## src/rtl/avg_bram_seq_if.sv

```systemverilog
// Sequencer bus for avg_bram_seq: upstream flow control on one side and
// lsu BRAM read/write control plus frame status on the other.
// The slave modport is the sequencer. The master modport is whatever
// drives the datapath and consumes the BRAM control.
interface avg_bram_seq_if #(
    parameter int ADDR_WIDTH = 14
);
    logic                  stall;
    logic                  clear;
    logic                  in_valid;
    logic                  rd_en;
    logic [ADDR_WIDTH-1:0] rd_addr;
    logic                  wr_en;
    logic [ADDR_WIDTH-1:0] wr_addr;
    logic                  mix_en;
    logic                  frame_done;
    logic [7:0]            frame_count;

    modport master (
        output stall, clear, in_valid,
        input  rd_en, rd_addr, wr_en, wr_addr, mix_en, frame_done, frame_count
    );

    modport slave (
        input  stall, clear, in_valid,
        output rd_en, rd_addr, wr_en, wr_addr, mix_en, frame_done, frame_count
    );
endinterface

```

## src/rtl/avg_bram_seq.sv

```systemverilog
// avg_bram_seq: address/enable sequencer for the frame-averaging lsu BRAM.
// Each accepted word issues a read of the previous average at its index.
// The matching write-back is issued DEPTH (read + combine latency)
// non-stalled cycles later, from a small shift pipeline.
// mix_en tells the datapath whether the BRAM data is real history (SET)
// or whether this is the first frame (UNSET, pass-through).
// Optional build macro AVG_BRAM_SEQ_FRAME_CNT_EN adds a saturating 8-bit
// completed-frame counter. Without it, frame_count is tied to zero.
module avg_bram_seq #(
    parameter int IMAGE_DIM  = 512,
    parameter int PIX_WIDTH  = 8,
    parameter int DATA_WIDTH = 128,
    parameter int ADDR_WIDTH = 14,
    parameter int RD_LAT     = 1,
    parameter int PIPE_LAT   = 1
) (
    input  logic          clk,
    input  logic          aresetn,
    avg_bram_seq_if.slave bus
);

    localparam int WORDS = IMAGE_DIM * IMAGE_DIM * PIX_WIDTH / DATA_WIDTH;
    localparam int DEPTH = RD_LAT + PIPE_LAT;

    localparam logic [ADDR_WIDTH-1:0] LAST_ADDR = ADDR_WIDTH'(WORDS - 1);

    typedef enum logic {
        UNSET = 1'b0,   // first frame, BRAM holds no history
        SET   = 1'b1    // one full frame written, history valid
    } state_t;

    // One in-flight write-back: valid bit, mix tag and target index
    typedef struct packed {
        logic                  vld;
        logic                  tag;
        logic [ADDR_WIDTH-1:0] addr;
    } seq_ent_t;

    state_t                  state;
    logic [ADDR_WIDTH-1:0]   rd_ptr;
    seq_ent_t [DEPTH-1:0]    pipe;
    seq_ent_t                push_ent;
    seq_ent_t                wr_ent;

    logic acc;
    logic at_last;

    // Accept only when nothing is freezing or restarting the sequence
    always_comb begin
        acc     = bus.in_valid & ~bus.stall & ~bus.clear;
        at_last = (rd_ptr == LAST_ADDR);
    end

    // Entry pushed each advancing cycle; a bubble when nothing was accepted
    always_comb begin
        push_ent      = '0;
        push_ent.vld  = acc;
        push_ent.tag  = acc & (state == SET);
        push_ent.addr = rd_ptr;
    end

    // Read pointer and first-frame/averaging mode; SET is sticky until clear
    always_ff @(posedge clk or negedge aresetn) begin
        if (!aresetn) begin
            state  <= UNSET;
            rd_ptr <= '0;
        end else if (bus.clear) begin
            state  <= UNSET;
            rd_ptr <= '0;
        end else if (acc) begin
            if (at_last) begin
                // Wrap explicitly so non-power-of-2 WORDS never overruns
                rd_ptr <= '0;
                state  <= SET;
            end else begin
                rd_ptr <= rd_ptr + ADDR_WIDTH'(1);
            end
        end
    end

    // Write-back delay line: shifts on every non-stalled cycle, flushed by clear
    always_ff @(posedge clk or negedge aresetn) begin
        if (!aresetn) begin
            pipe <= '0;
        end else if (bus.clear) begin
            pipe <= '0;
        end else if (!bus.stall) begin
            pipe[0] <= push_ent;
            for (int i = 1; i < DEPTH; i++) begin
                pipe[i] <= pipe[i-1];
            end
        end
    end

    assign wr_ent = pipe[DEPTH-1];

    // Read side: history is only fetched once a full frame exists
    always_comb begin
        bus.rd_en   = acc & (state == SET);
        bus.rd_addr = rd_ptr;
    end

    // Write side: the oldest pipeline entry; stall and clear suppress the strobe
    always_comb begin
        bus.wr_en      = wr_ent.vld & ~bus.stall & ~bus.clear;
        bus.wr_addr    = wr_ent.addr;
        bus.mix_en     = wr_ent.tag & wr_ent.vld;
        bus.frame_done = bus.wr_en & (wr_ent.addr == LAST_ADDR);
    end

`ifdef AVG_BRAM_SEQ_FRAME_CNT_EN
    logic [7:0] frame_cnt;

    // Completed-frame counter, saturating at 255 so it never wraps
    always_ff @(posedge clk or negedge aresetn) begin
        if (!aresetn) begin
            frame_cnt <= '0;
        end else if (bus.clear) begin
            frame_cnt <= '0;
        end else if (bus.frame_done && (frame_cnt != 8'hFF)) begin
            frame_cnt <= frame_cnt + 8'd1;
        end
    end

    assign bus.frame_count = frame_cnt;
`else
    assign bus.frame_count = 8'd0;
`endif

endmodule
```

## src/flat_wrapper.sv

```systemverilog
// flat-port wrapper written by rule: the top's interface ports become plain ports
module avg_bram_seq_flat 
#(
    parameter int IMAGE_DIM  = 512,
    parameter int PIX_WIDTH  = 8,
    parameter int DATA_WIDTH = 128,
    parameter int ADDR_WIDTH = 14,
    parameter int RD_LAT     = 1,
    parameter int PIPE_LAT   = 1
)
  (clk, aresetn, bus_stall, bus_clear, bus_in_valid, bus_rd_en, bus_rd_addr, bus_wr_en, bus_wr_addr, bus_mix_en, bus_frame_done, bus_frame_count);
  avg_bram_seq_if #(.ADDR_WIDTH(ADDR_WIDTH)) bus_i ();
  input  logic clk;
  input  logic aresetn;
  input wire logic [$bits(bus_i.stall)-1:0] bus_stall;
  input wire logic [$bits(bus_i.clear)-1:0] bus_clear;
  input wire logic [$bits(bus_i.in_valid)-1:0] bus_in_valid;
  output wire logic [$bits(bus_i.rd_en)-1:0] bus_rd_en;
  output wire logic [$bits(bus_i.rd_addr)-1:0] bus_rd_addr;
  output wire logic [$bits(bus_i.wr_en)-1:0] bus_wr_en;
  output wire logic [$bits(bus_i.wr_addr)-1:0] bus_wr_addr;
  output wire logic [$bits(bus_i.mix_en)-1:0] bus_mix_en;
  output wire logic [$bits(bus_i.frame_done)-1:0] bus_frame_done;
  output wire logic [$bits(bus_i.frame_count)-1:0] bus_frame_count;
  assign bus_i.stall = bus_stall;
  assign bus_i.clear = bus_clear;
  assign bus_i.in_valid = bus_in_valid;
  assign bus_rd_en = bus_i.rd_en;
  assign bus_rd_addr = bus_i.rd_addr;
  assign bus_wr_en = bus_i.wr_en;
  assign bus_wr_addr = bus_i.wr_addr;
  assign bus_mix_en = bus_i.mix_en;
  assign bus_frame_done = bus_i.frame_done;
  assign bus_frame_count = bus_i.frame_count;
  avg_bram_seq #(.IMAGE_DIM(IMAGE_DIM), .PIX_WIDTH(PIX_WIDTH), .DATA_WIDTH(DATA_WIDTH), .ADDR_WIDTH(ADDR_WIDTH), .RD_LAT(RD_LAT), .PIPE_LAT(PIPE_LAT)) u_core (.clk(clk), .aresetn(aresetn), .bus(bus_i));
endmodule
```

## config.mk

```make
export PLATFORM = sky130hd
export DESIGN_NAME = avg_bram_seq_flat
export DESIGN_NICKNAME = d
export VERILOG_FILES = /design/src/rtl/avg_bram_seq_if.sv /design/src/rtl/avg_bram_seq.sv /design/src/flat_wrapper.sv
export SDC_FILE = /design/constraint.sdc
export NUM_CORES = 1
export LEC_CHECK = 0
export ABC_AREA = 1
export BUFFER_PORTS_ARGS = -buffer_cell sky130_fd_sc_hd__buf_4
export CORE_UTILIZATION = 35
export DETAILED_ROUTE_END_ITERATION = 16
export PLACE_DENSITY = 0.56
export SLEW_MARGIN = 30
export SYNTH_ARGS = -nofsm -noshare
export SYNTH_HDL_FRONTEND = slang
export SYNTH_SLANG_ARGS = --single-unit
```

## constraint.sdc

```tcl
create_clock -name clk -period 3.15 [get_ports clk]
set_input_delay 0.1575 -clock clk [delete_from_list [all_inputs] [get_ports clk]]
set_output_delay 0.1575 -clock clk [all_outputs]
set_load 0.01 [all_outputs]
```

# Yosys cells after proc, flatten, opt, wreduce, memory -nomap -nowiden
# Cells that the tools add are included.
# W data, S select, Z words.
[totals]
n_memories = 0
reg_bits = 47
ramBits = 0
latch_bits = 0
output_inout_bits = 40
rom_bits = 0
[classes]
addsub = 1
n_reduce_logical = 3
n_bitwise = 9
muxes = 8
order_cmp = 0
n_mul = 0
div = 0
n_shift = 0
n_eq_ne = 3
[op_table]
columns = ["op", "count"]
rows = [
  ["$mux W32", 2],
  ["$mux W14", 3],
  ["$eq A14 B14 Y1 const B", 2],
  ["$add A14 B1 Y14 const B", 1],
  ["$and A1 B1 Y1", 7],
  ["$reduce_bool A2 Y1", 2],
  ["$mux W1", 3],
  ["$ne A2 B1 Y1 const B", 1],
  ["$not A1 Y1", 2],
  ["$reduce_and A2 Y1", 1],
]

# Logic depth before layout (Yosys ltp)
# Gate-level depths: netlist of the first run.
[logic_depth]
word_depth = 6
depth_mapped = 10

# Worst setup path after synthesis of the first run
# No wires, ideal clock.
[synth_timing]
path_kind = "register -> register"
from = "register u_core.rd_ptr[1], in the netlist u_core.bus.rd_addr[1]"
to = "register u_core.rd_ptr[6], in the netlist u_core.bus.rd_addr[6]"
path_buffers = 0
path_stages_with_launch = 9
setup_ns = 0.121
path_slack_ns = 1.866
required_time_ns = 3.029
arrival_time_ns = 1.164
period_less_slack_ns = 1.284
path_cell_list = "dfrtp_1 ha_1 nand3_1 inv_2 nand2_1 nor2_2 inv_1 o21ai_1 nor2_1"
[synth_between]
elab_chain_len = 4
[synth_lines]
columns = ["item", "line", "text"]
rows = [
  ["start: declaration", "avg_bram_seq.sv:40", "logic [ADDR_WIDTH-1:0] rd_ptr;"],
  ["start signal: assignment", "avg_bram_seq.sv:76", "rd_ptr <= rd_ptr + ADDR_WIDTH'(1);"],
  ["$add A14 B1 Y14 or $eq A14 B14 Y1 (tied branches)", "avg_bram_seq.sv:76, avg_bram_seq.sv:51", ""],
  ["$mux W14 (*)", "avg_bram_seq.sv:71", "if (at_last) begin"],
  ["$mux W14 (*)", "avg_bram_seq.sv:70", "end else if (acc) begin"],
  ["$mux W14 (*)", "avg_bram_seq.sv:67", "end else if (bus.clear) begin"],
]
# Mark *: on every way between the ends. The rest lies on a longest branch, timed or not. The select of a mux whose other input is x is not followed.
# A chain may end at the register's enable or synchronous reset.

# Worst setup path after layout of the first run
[layout_timing]
from = "register u_core.pipe, in the netlist u_core.bus.wr_addr[2]"
to = "output bus_frame_done"
[layout_between]
elab_chain_len = 2
[layout_lines]
columns = ["item", "line", "text"]
rows = [
  ["start: declaration", "avg_bram_seq.sv:41", "seq_ent_t [DEPTH-1:0] pipe;"],
  ["start signal: indexed assignment", "avg_bram_seq.sv:90", "pipe[i] <= pipe[i-1];"],
  ["$eq A14 B14 Y1", "avg_bram_seq.sv:108", "bus.frame_done = bus.wr_en & (wr_ent.addr == LAST_ADDR);"],
  ["$and A1 B1 Y1", "avg_bram_seq.sv:108", ""],
  ["end: declaration", "flat_wrapper.sv:23", "output wire logic [$bits(bus_i.frame_done)-1:0] bus_frame_done;"],
]
# Every way passes these cells.

==> results.md, run 1 <==
* Max Slew Vio Count at 0
* Crit path largest cell delay at 0.37 ns
* WL per Instance at 12.5 um
* RSZ-0062 raised after global routing: no
* Worst Hold Depth at 2
* Setup Crit Path Kind: flop to primary output
* Final Hold Vio Count at 0
* Die ar. at 0.00684 sq mm
* Synth Warn # at 0
* Metal2 WL at 2.03 mm
* Gr usage total at between 15 and 20%
* Max cap viols at 0
* # nets final at 300
* Clk_lat worst skew at roughly 0.30 ns
* Initial Util at 36.1%
* Post-Route WL at approximately 4.6 mm
* CTS H-tree lvls at 2
* GP Congestion at between 0.7 and 0.8
* Mapped cell area at 0.00228 sq mm
* Sequential-to-total area share from yosys stat at 51.6%
* Mean Syn Cell Area at 8.41 sq um
* Peak VDD IR at 196 uV
* Final setup violation count at 0
* Critical Path Slowest Stage Cell: dfrtp_1
* Hold Path Class: input port to flop
* N_diodes at 0
* Setup_tns at 0 ns
* Reg2Reg Depth at 8
* Met1 wire length at 2.37 mm
* Cts hold-fix bufs at 1
* Slew headroom at between 30% and 40%
* Clk sinks at 47
* Yosys cell types at 22
* Leakage at 1.25 nW
* Worst Path Required at 2.99 ns
* Layout Area Growth over Synthesis at 12.7%
* WP data arrival at 1.45 ns
* Post-synth top area share at 51.6%
* Final setup skew at 0.00571 ns
* Overflow after GRT at 0
* Antenna violations before repair at 0
* Crit share post-route at about half
* CP Max Fanout at 2
* Top sig layer: met4
* Drt via density at 4.49
* Die Ht at 82.7 um
* Num rows at 29
* DRT Pass-1 Iters at 4
* Worst setup SP type: flop
* Initial drt markers at 143
* Vias after detailed routing at 1,672
* Most common cell in the netlist: inv_1
* Drt drc at 0
* CTS Buf Count at 5
* I/O pin cnt at 45
* Final hold slack at around 0.025 ns
* Critical Path Sink Type: primary output
* Core ar. at roughly 0.0063 sq mm
* Clock buffer depth at 2
* Share of cells above drive strength 1 at roughly a fifth
* Clock slew at reported path FFs at roughly 0.09 ns
* Primary flip-flop cell chosen by synthesis mapping: dfrtp_1
* Outcome: completed
* CTS tree: built
* Post-synth top area cell: dfrtp_1
* Setup bufs post-CTS at 0
* EDFF count, synth at 0
* Largest net degree at the start of global routing at 48
* ANT nets after route at 0
* PortBufs at 36
* Most frequent cells after synthesis: 52 x inv_1, 47 x dfrtp_1, 46 x nand2_1, 24 x nor2_1, 24 x o22ai_1
* Met3 WL post-DR at 178 um
* R2r setup slk at about 1.7 ns
* Cell Pwr Density at 405 mW/mm^2
* Synth area leaders: dfrtp_1 52%, inv_1 8.6%, nand2_1 7.6%
* CTS resizes at 0
* CP Cell Sequence: inv_1 -> nor4_1 -> nand3_1 -> nor2_1 -> buf_4
* Async SR Flop Fraction at 100%
* Half-perimeter wire length after detailed placement at 3.29 mm
* Clock Tree Root: clkbuf_8
* Number of synthesized register bits at 47
* Vias in the first global route at roughly 1,600
* Die Wd at 82.7 um
* Final min period at about 1.6 ns
* Fmax achieved at 0.621 GHz
* Syn Inst Count at 271
* Worst-margin pin slew at 0.905 ns
* First-pass GRT wire length at 7.67 mm
registers in the layout (all words and copies together) (netlist names):
| signal | cells |
|---|---|
| u_core.bus.rd_addr | 14 |
| u_core.state | 1 |
| u_core.bus.wr_addr | 14 |
| u_core.pipe | 18 |
metrics by stage:
stage,cells,util (%),power [W],area [sq um],setup WS [ns]
after floorplan,278,-,0.000663,2300,1.87
after global placement,363,39.1,0.000680,2470,1.60
after detailed placement,363,39.1,0.000680,2470,1.55
after CTS,372,40.7,0.00105,2570,1.48
after global routing,372,40.7,0.00108,2570,1.38
final,372,40.7,0.00104,2570,1.54
path summary, 6_finish.rpt:
| kind | startpoint | end |
|---|---|---|
| min in group asynchronous | aresetn | u_core.bus.rd_addr[3]$_DFFE_PN0P_ |
| setup reg to reg | u_core.bus.rd_addr[1]$_DFFE_PN0P_ | u_core.bus.rd_addr[13]$_DFFE_PN0P_ |
| hold reg to reg | u_core.pipe[15]$_DFFE_PN0P_ | u_core.pipe[31]$_DFFE_PN0P_ |
| setup / recovery | u_core.bus.wr_addr[2]$_DFFE_PN0P_ | bus_frame_done |
| hold / removal | bus_clear | u_core.state$_DFFE_PN0P_ |
| max in group asynchronous | aresetn | u_core.bus.wr_addr[9]$_DFFE_PN0P_ |
power by group:
group | internal, W | switching [W]
Clock | 0.000155 | 0.000217
Combinational | 0.0000132 | 0.0000447
Sequential | 0.000606 | 0.00000301
Total | 0.000775 | 0.000265
final cells by class:
cell class	count	area, sq um
clock buffer	5	68.8
clock inverter	3	20.0
fill	672	3740
inverter	57	214
multi-input combinational	146	713
sequential	47	1180
tap	77	96.3
timing repair buffer	37	280
metal layers:
layer	vias to the layer above	GRT usage, %
li1	858	-
met1	771	21.1
met2	37	23.7
met3	6	3.63
met4	0	5.17
met5	-	0
worst max-delay path: cells and delay by family (launching register included):
family	cells	cell delay (ns)
flops	1	0.37
buf+inv	2	0.18
simple gates	3	0.60
kinds of logic after synthesis:
logic type / share of synthesized area [%]
AO/OA/AOI/OAI: 9.66
other: 0.165
adder cells (fa/ha/maj): 0.549
flip-flops: 51.6
AND/OR/NAND/NOR: 18.2
XOR/XNOR: 1.54
buffers and inverters: 18.2
cell usage in the layout (no fill, tap or decap):
cell,count
a21oi_1,1
buf_4,36
clkbuf_8,5
clkinv_2,1
clkinvlp_4,2
conb_1,8
dfrtp_1,47
dlygate4sd3_1,1
ha_1,1
inv_1,52
inv_2,5
nand2_1,46
nand2_2,1
nand2_4,2
nand3_1,13
nor2_1,24
nor2_2,4
nor2_4,1
nor3_1,2
nor4_1,2
o21ai_0,12
o21ai_1,1
o22ai_1,24
xor2_1,4
Power figures use the tool's default switching activity.
==> inputs of run 2 (changes only) <==
Settings changed: ABC_AREA 1 to 0.
Clock period 3.15 ns to 1.6 ns, I/O delays scaled along.
==> results.md, run 2 <==
* N_diodes at 0
* Mux cell area share after synthesis at 13.1%
* Synth Area in Simple Gates at approximately 17%
* Async SR Flop Fraction at 100%
* Worst hold path startpoint: bus_stall
* Final setup violation count at 0
* Initial Util at 36.1%
* Reg2reg start: u_core.bus.rd_addr[5]$_DFFE_PN0P_
* Half-perimeter wire length after detailed placement at 3.26 mm
* Critical Path Slowest Stage Cell: or4_4
* Clock buffer depth at 2
* Largest net degree at the start of global routing at 48
* Final min period at ~1.6 ns
* Mapped cell area at 0.00229 sq mm
* I/O pin cnt at 45
* Vias after detailed routing at 1,649
* Final setup skew at between 0.01 and 0.015 ns
* Setup Crit Path Kind: flop to flop
* Antenna violations before repair at 0
* Yosys cell types at 37
* Worst Hold Depth at 3
* Max cap viols at 0
* Sw Pwr at 0.000519 W
* Reg2Reg Depth at 4
* Overflow after GRT at 0
* Layout Area Growth over Synthesis at 21.4%
* Sequential-to-total area share from yosys stat at ~51%
* R2r setup slk at 0.05 ns
* Die Wd at ~83 um
* CP Cell Sequence: and4_4 -> nand3_4 -> or4_4 -> a31oi_1
* Leakage at approximately 1.4 nW
* Placed cells at 324
* Outcome: completed
* Peak VDD IR at 487 uV
* Clk sinks at 47
* RSZ-0062 raised after global routing: yes
* CTS tree: built
* Clock slew at reported path FFs at 0.09 ns
* First-pass GRT wire length at 8.27 mm
* Most common cell in the netlist: dfrtp_1
* Pre-CTS WS at 0.0523 ns
* Post-synth top area share at between 50% and 60%
* Sequential share of power at 54.0%
* Area of the multi-input gates at about 960 sq um
* Clk_lat worst skew at 0.30 ns
* Worst setup margin at 0.0461 ns
* Commonest non-fill, non-tap cells in the layout: 57 x buf_4, 47 x dfrtp_1, 40 x nor2_1, 30 x mux2i_1
* Hold Path Class: input port to flop
* Share of cells above drive strength 1 at 30.2%
* Fmax achieved at ~0.64 GHz
* Critical Path Sink Type: flop
* Number of synthesized register bits at 47
* Cell Pwr Density at 802 mW/mm^2
* Clock Tree Root: clkbuf_8
* Crit share post-route at 97.1%
* Die Ht at a little over 80 um
* ANT nets after route at 0
* Final Hold Vio Count at 0
* # fillers at 610
* Worst Setup EP: u_core.bus.rd_addr[13]$_DFFE_PN0P_
* DRT Pass-1 Iters at 4
* Final hold slack at 0.0737 ns
* Setup crit start: u_core.bus.rd_addr[5]$_DFFE_PN0P_
* WP data arrival at 1.77 ns
* Crit path largest cell delay at 0.52 ns
* WL per Instance at between 10 and 15 um
* Num rows at 29
* Max reg flops at 18
* Power Internal at 0.00171 W
* Core Util, Final at 43.8%
* Most frequent cells after synthesis: 47 x dfrtp_1, 40 x nor2_1, 30 x mux2i_1, 22 x buf_4, 8 x nand2_1
* # nets final at 263
* Initial drt markers at 110
* CTS Buf Count at 5
* Worst setup SP type: flop
* XOR/XNOR Fraction of Synth Area at 3.06%
* Drt via density at 4.92
* Largest Register: u_core.pipe
* Setup_tns at 0 ns
* Synth area leaders: dfrtp_1 51%, mux2i_1 13%, buf_4 7.2%
* Mean Syn Cell Area at between 10 and 15 sq um
* Post-Route WL at 4.78 mm
* EDFF count, synth at 0
* Syn Inst Count at 218
* Post-synth top area cell: dfrtp_1
* Combinational Power Share at 6.9%
* Vias in the first global route at approximately 1,600
* Storage cell area at between 0.001 and 0.0015 sq mm
* Slew headroom at 60.0%
* GP Congestion at 0.763
* Critical R2R Capture: u_core.bus.rd_addr[13]$_DFFE_PN0P_
* Primary flip-flop cell chosen by synthesis mapping: dfrtp_1
* Largest family of logic cells by synthesized area: simple AND/OR/NAND/NOR gates
* Die ar. at 0.00688 sq mm
* Post-layout instance count excluding filler cells at 335
* Gr usage total at 14.7%
* Worst-margin pin slew at 0.600 ns
* Max Slew Vio Count at 0
* PortBufs at 36
* Core ar. at between 0.006 and 0.007 sq mm
* CP Max Fanout at 8
* Drt drc at 0
* Synth Warn # at 0
* Worst Path Required at ~1.8 ns
* Compound-gate portion of the synthesized area at 5.73%
* CTS H-tree lvls at 2
* Most common cell after layout, fill and taps aside: buf_4
* Synth Area in Adders at 0.546%
* Clock share of power at 39.2%
* Net Sw Frac at 23.2%
[run 2: cell count changes in the layout (fill, tap and decap cells not counted), sizes merged, moves of 6 or more]
| cell | previous run | this run |
|---|---|---|
| mux2i | 0 | 30 |
| nand2 | 49 | 8 |
| nand3 | 13 | 2 |
| inv | 57 | 1 |
| o21ai | 13 | 4 |
| o22ai | 24 | 0 |
| a21oi | 1 | 7 |
| buf | 36 | 57 |
| nor2 | 29 | 40 |
[run 2: area by class of cell]
| class | instances | share of cell area (%) |
|---|---|---|
| clock buffers | 5 | 2.47 |
| clock inverters | 3 | 1.57 |
| inverters | 1 | 0.135 |
| multi-input cells | 144 | 34.4 |
| flip-flops and latches | 47 | 42.2 |
| well taps | 77 | 3.46 |
| repair buffers | 58 | 15.7 |
[run 2: metrics by stage]
stage	total power (W)	cell area [sq um]
2_1_floorplan	0.00133	2330
3_3_place_gp	0.00138	2620
3_5_place_dp	0.00138	2620
4_1_cts	0.00226	2750
5_1_grt	0.00233	2780
6_report	0.00223	2780
[run 2: timing repair]
item | in CTS | in global routing
setup endpoints to repair | 0 | 12
hold buffers | 1 | 0
gates resized for setup | 0 | 8
hold endpoints to repair | 47 | 0
setup buffers | 0 | 2
[run 2: worst min-delay path by stage]
stage / end / slack [ns]
after global routing: u_core.pipe[15]$_DFFE_PN0P_ / 0.08
after floorplan: u_core.bus.rd_addr[0]$_DFFE_PN0P_ / -0.22
after CTS: u_core.pipe[15]$_DFFE_PN0P_ / 0.06
final: u_core.pipe[15]$_DFFE_PN0P_ / 0.07
after detailed placement: u_core.bus.wr_addr[5]$_DFFE_PN0P_ / 0.14
after global placement: u_core.bus.wr_addr[1]$_DFFE_PN0P_ / 0.14
[run 2: metal layers]
metal | GRT usage [%] | routed length [um] | vias to the layer above
met5 | 0 | 0 | -
met1 | 22.4 | 2380 | 805
met4 | 4.39 | 59 | 0
li1 | - | - | 802
met2 | 21.6 | 2190 | 36
met3 | 2.29 | 155 | 6
[run 2: power groups by stage]
stage	registers, W	logic, W	clock network [W]
3_5_place_dp	0.00123	0.000153	0
4_1_cts	0.00121	0.000156	0.000897
5_1_grt	0.00121	0.000172	0.000952
6_report	0.00121	0.000154	0.000875
3_3_place_gp	0.00123	0.000154	0
2_1_floorplan	0.00123	0.000100	0
[run 2: cell families after synthesis]
| family | after synthesis |
|---|---|
| buffers and inverters | 34 |
| adders and majority gates | 1 |
| DFF | 47 |
| muxes | 30 |
| AOI/OAI and AO/OA | 21 |
| and+or+nand+nor | 76 |
| xor gates and xnor gates | 8 |
| other | 1 |
[run 2: worst max-delay path, delay by kind of cell, from the launching register on]
kind	cells	cell delay [ns]
flops	1	0.41
compound gates	1	0.17
simple gates	3	0.90
==> inputs of run 3 (changes only) <==
Settings changed: CTS_BUF_LIST from default to sky130_fd_sc_hd__clkbuf_16.
==> results.md, run 3 (synthesis gave the netlist of run 2 again) <==
* Outcome: completed
* Final setup violation count at 0
* Critical R2R Capture: u_core.bus.rd_addr[11]$_DFFE_PN0P_
* PortBufs at 36
* R2r setup slk at 0.08 ns
* CTS Buf Count at 5
* Max cap viols at 0
* Setup Crit Path Kind: flop to flop
* Worst hold path startpoint: bus_stall
* Half-perimeter wire length after detailed placement at 3.26 mm
* Worst-margin pin slew at 0.605 ns
* Reg2Reg Depth at 4
* Share of cells above drive strength 1 at between 30 and 40%
* Placement Cell Area at between 0.002 and 0.003 sq mm
* Largest net degree at the start of global routing at 48
* Layout Area Growth over Synthesis at 24.1%
* WP data arrival at 1.74 ns
* N_diodes at 0
* Largest Register: u_core.pipe
* Setup crit start: u_core.bus.rd_addr[5]$_DFFE_PN0P_
* Final hold slack at about 0.090 ns
* I/O pin cnt at between 40 and 50
* Post-Route WL at around 4.8 mm
* Max Slew Vio Count at 0
* DRT Pass-1 Iters at 4
* CTS tree: built
* Vias after detailed routing at 1,632
* Cell Pwr Density at 893 mW/mm^2
* CTS H-tree lvls at 2
* Core Util, Final at approximately 45%
* Gr usage total at 14.9%
* Clock buffer depth at 2
* Clk sinks at 47
* Crit share post-route at between 90% and 100%
* Initial Util at 36.1%
* GR met2 Demand/Resource at 21.8%
* # nets final at between 200 and 300
* Worst hold endpoint: u_core.pipe[15]$_DFFE_PN0P_
* Drt via density at 4.87
* Reg2reg start: u_core.bus.rd_addr[5]$_DFFE_PN0P_
* Final Hold Vio Count at 0
* Die Ht at 83.0 um
* Core ar. at 0.00635 sq mm
* Fin area at 0.00285 sq mm
* Final setup skew at 0.00671 ns
* Worst Path Required at roughly 1.8 ns
* Critical Path Sink Type: flop
* GR peak layer: met1
* CP Max Fanout at 8
* Num rows at 29
* Worst Hold Depth at 3
* Power Total at around 0.0025 W
* Commonest non-fill, non-tap cells in the layout: 57 x buf_4, 47 x dfrtp_1, 40 x nor2_1, 30 x mux2i_1
* Clock slew at reported path FFs at 0.06 ns
* Leakage at 1.41 nW
* Overflow after GRT at 0
* WL per Instance at 14.5 um
* Antenna violations before repair at 0
* Max reg flops at 18
* Vias in the first global route at 1,569
* ANT nets after route at 0
* Final min period at 1.52 ns
* Most common cell after layout, fill and taps aside: buf_4
* GP Congestion at 0.763
* Hold Path Class: input port to flop
* Drt drc at 0
* Clk_lat worst skew at 0.29 ns
* Die Wd at a little over 80 um
* Die ar. at 0.00688 sq mm
* Worst setup SP type: flop
* Peak VDD IR at around 500 uV
* Initial drt markers at 107
* Slew headroom at between 50% and 60%
* First-pass GRT wire length at just over 8 mm
* GRT met3 Usage at a little under 3%
* Fmax achieved at approximately 0.66 GHz
* M1 GR Usage at a little over a fifth
* Clock Tree Root: clkbuf_16
[run 3: what timing repair did]
action | CTS | global route
hold buffers | 1 | 0
setup buffers | 0 | 2
setup endpoints to repair | 0 | 11
gates resized for setup | 0 | 9
hold endpoints to repair | 47 | 0
[run 3: cell type report]
class	count	area, sq um
clock inverters	3	43.8
repair buffers	58	438
clock buffers	5	125
well taps	77	96.3
flip-flops and latches	47	1180
multi-input cells	144	962
inverters	1	3.75
fillers	610	3500
[run 3: report_power, final]
part	total [W]	switching, W	internal [W]
clock network	0.00118	0.000444	0.000737
registers	0.00121	0.00000865	0.00120
logic	0.000154	0.000102	0.0000528
total	0.00254	0.000554	0.00199
[run 3: worst max-delay path, stage by stage, from the launching register on]
cell and delay, ns:
dfrtp_1 0.40, and4_4 0.27, nand3_4 0.11, or4_4 0.54, a21oi_2 0.14
[run 3: through the flow]
stage	cells	setup slack, ns	setup TNS (ns)
floorplan	225	0.0214	0
global placement	324	0.0699	0
detailed placement	324	0.0523	0
CTS	333	0.0371	0
global route	335	-0.0170	-0.0460
finish	335	0.0783	0
[run 3: worst max path at each step]
stage	endpoint	slack, ns	cells after the start
floorplan	u_core.bus.rd_addr[13]$_DFFE_PN0P_	0.02	4
global placement	u_core.bus.rd_addr[13]$_DFFE_PN0P_	0.07	4
detailed placement	u_core.bus.rd_addr[13]$_DFFE_PN0P_	0.05	4
CTS	u_core.bus.rd_addr[13]$_DFFE_PN0P_	0.04	4
global route	u_core.bus.rd_addr[7]$_DFFE_PN0P_	-0.02	5
finish	u_core.bus.rd_addr[11]$_DFFE_PN0P_	0.08	4
[run 3: per-layer routing]
metal  part of all wire (%)  routed length, um
met5                      0                  0
met4                    1.8                 89
met2                     45               2200
met1                     50               2410
met3                    3.0                147
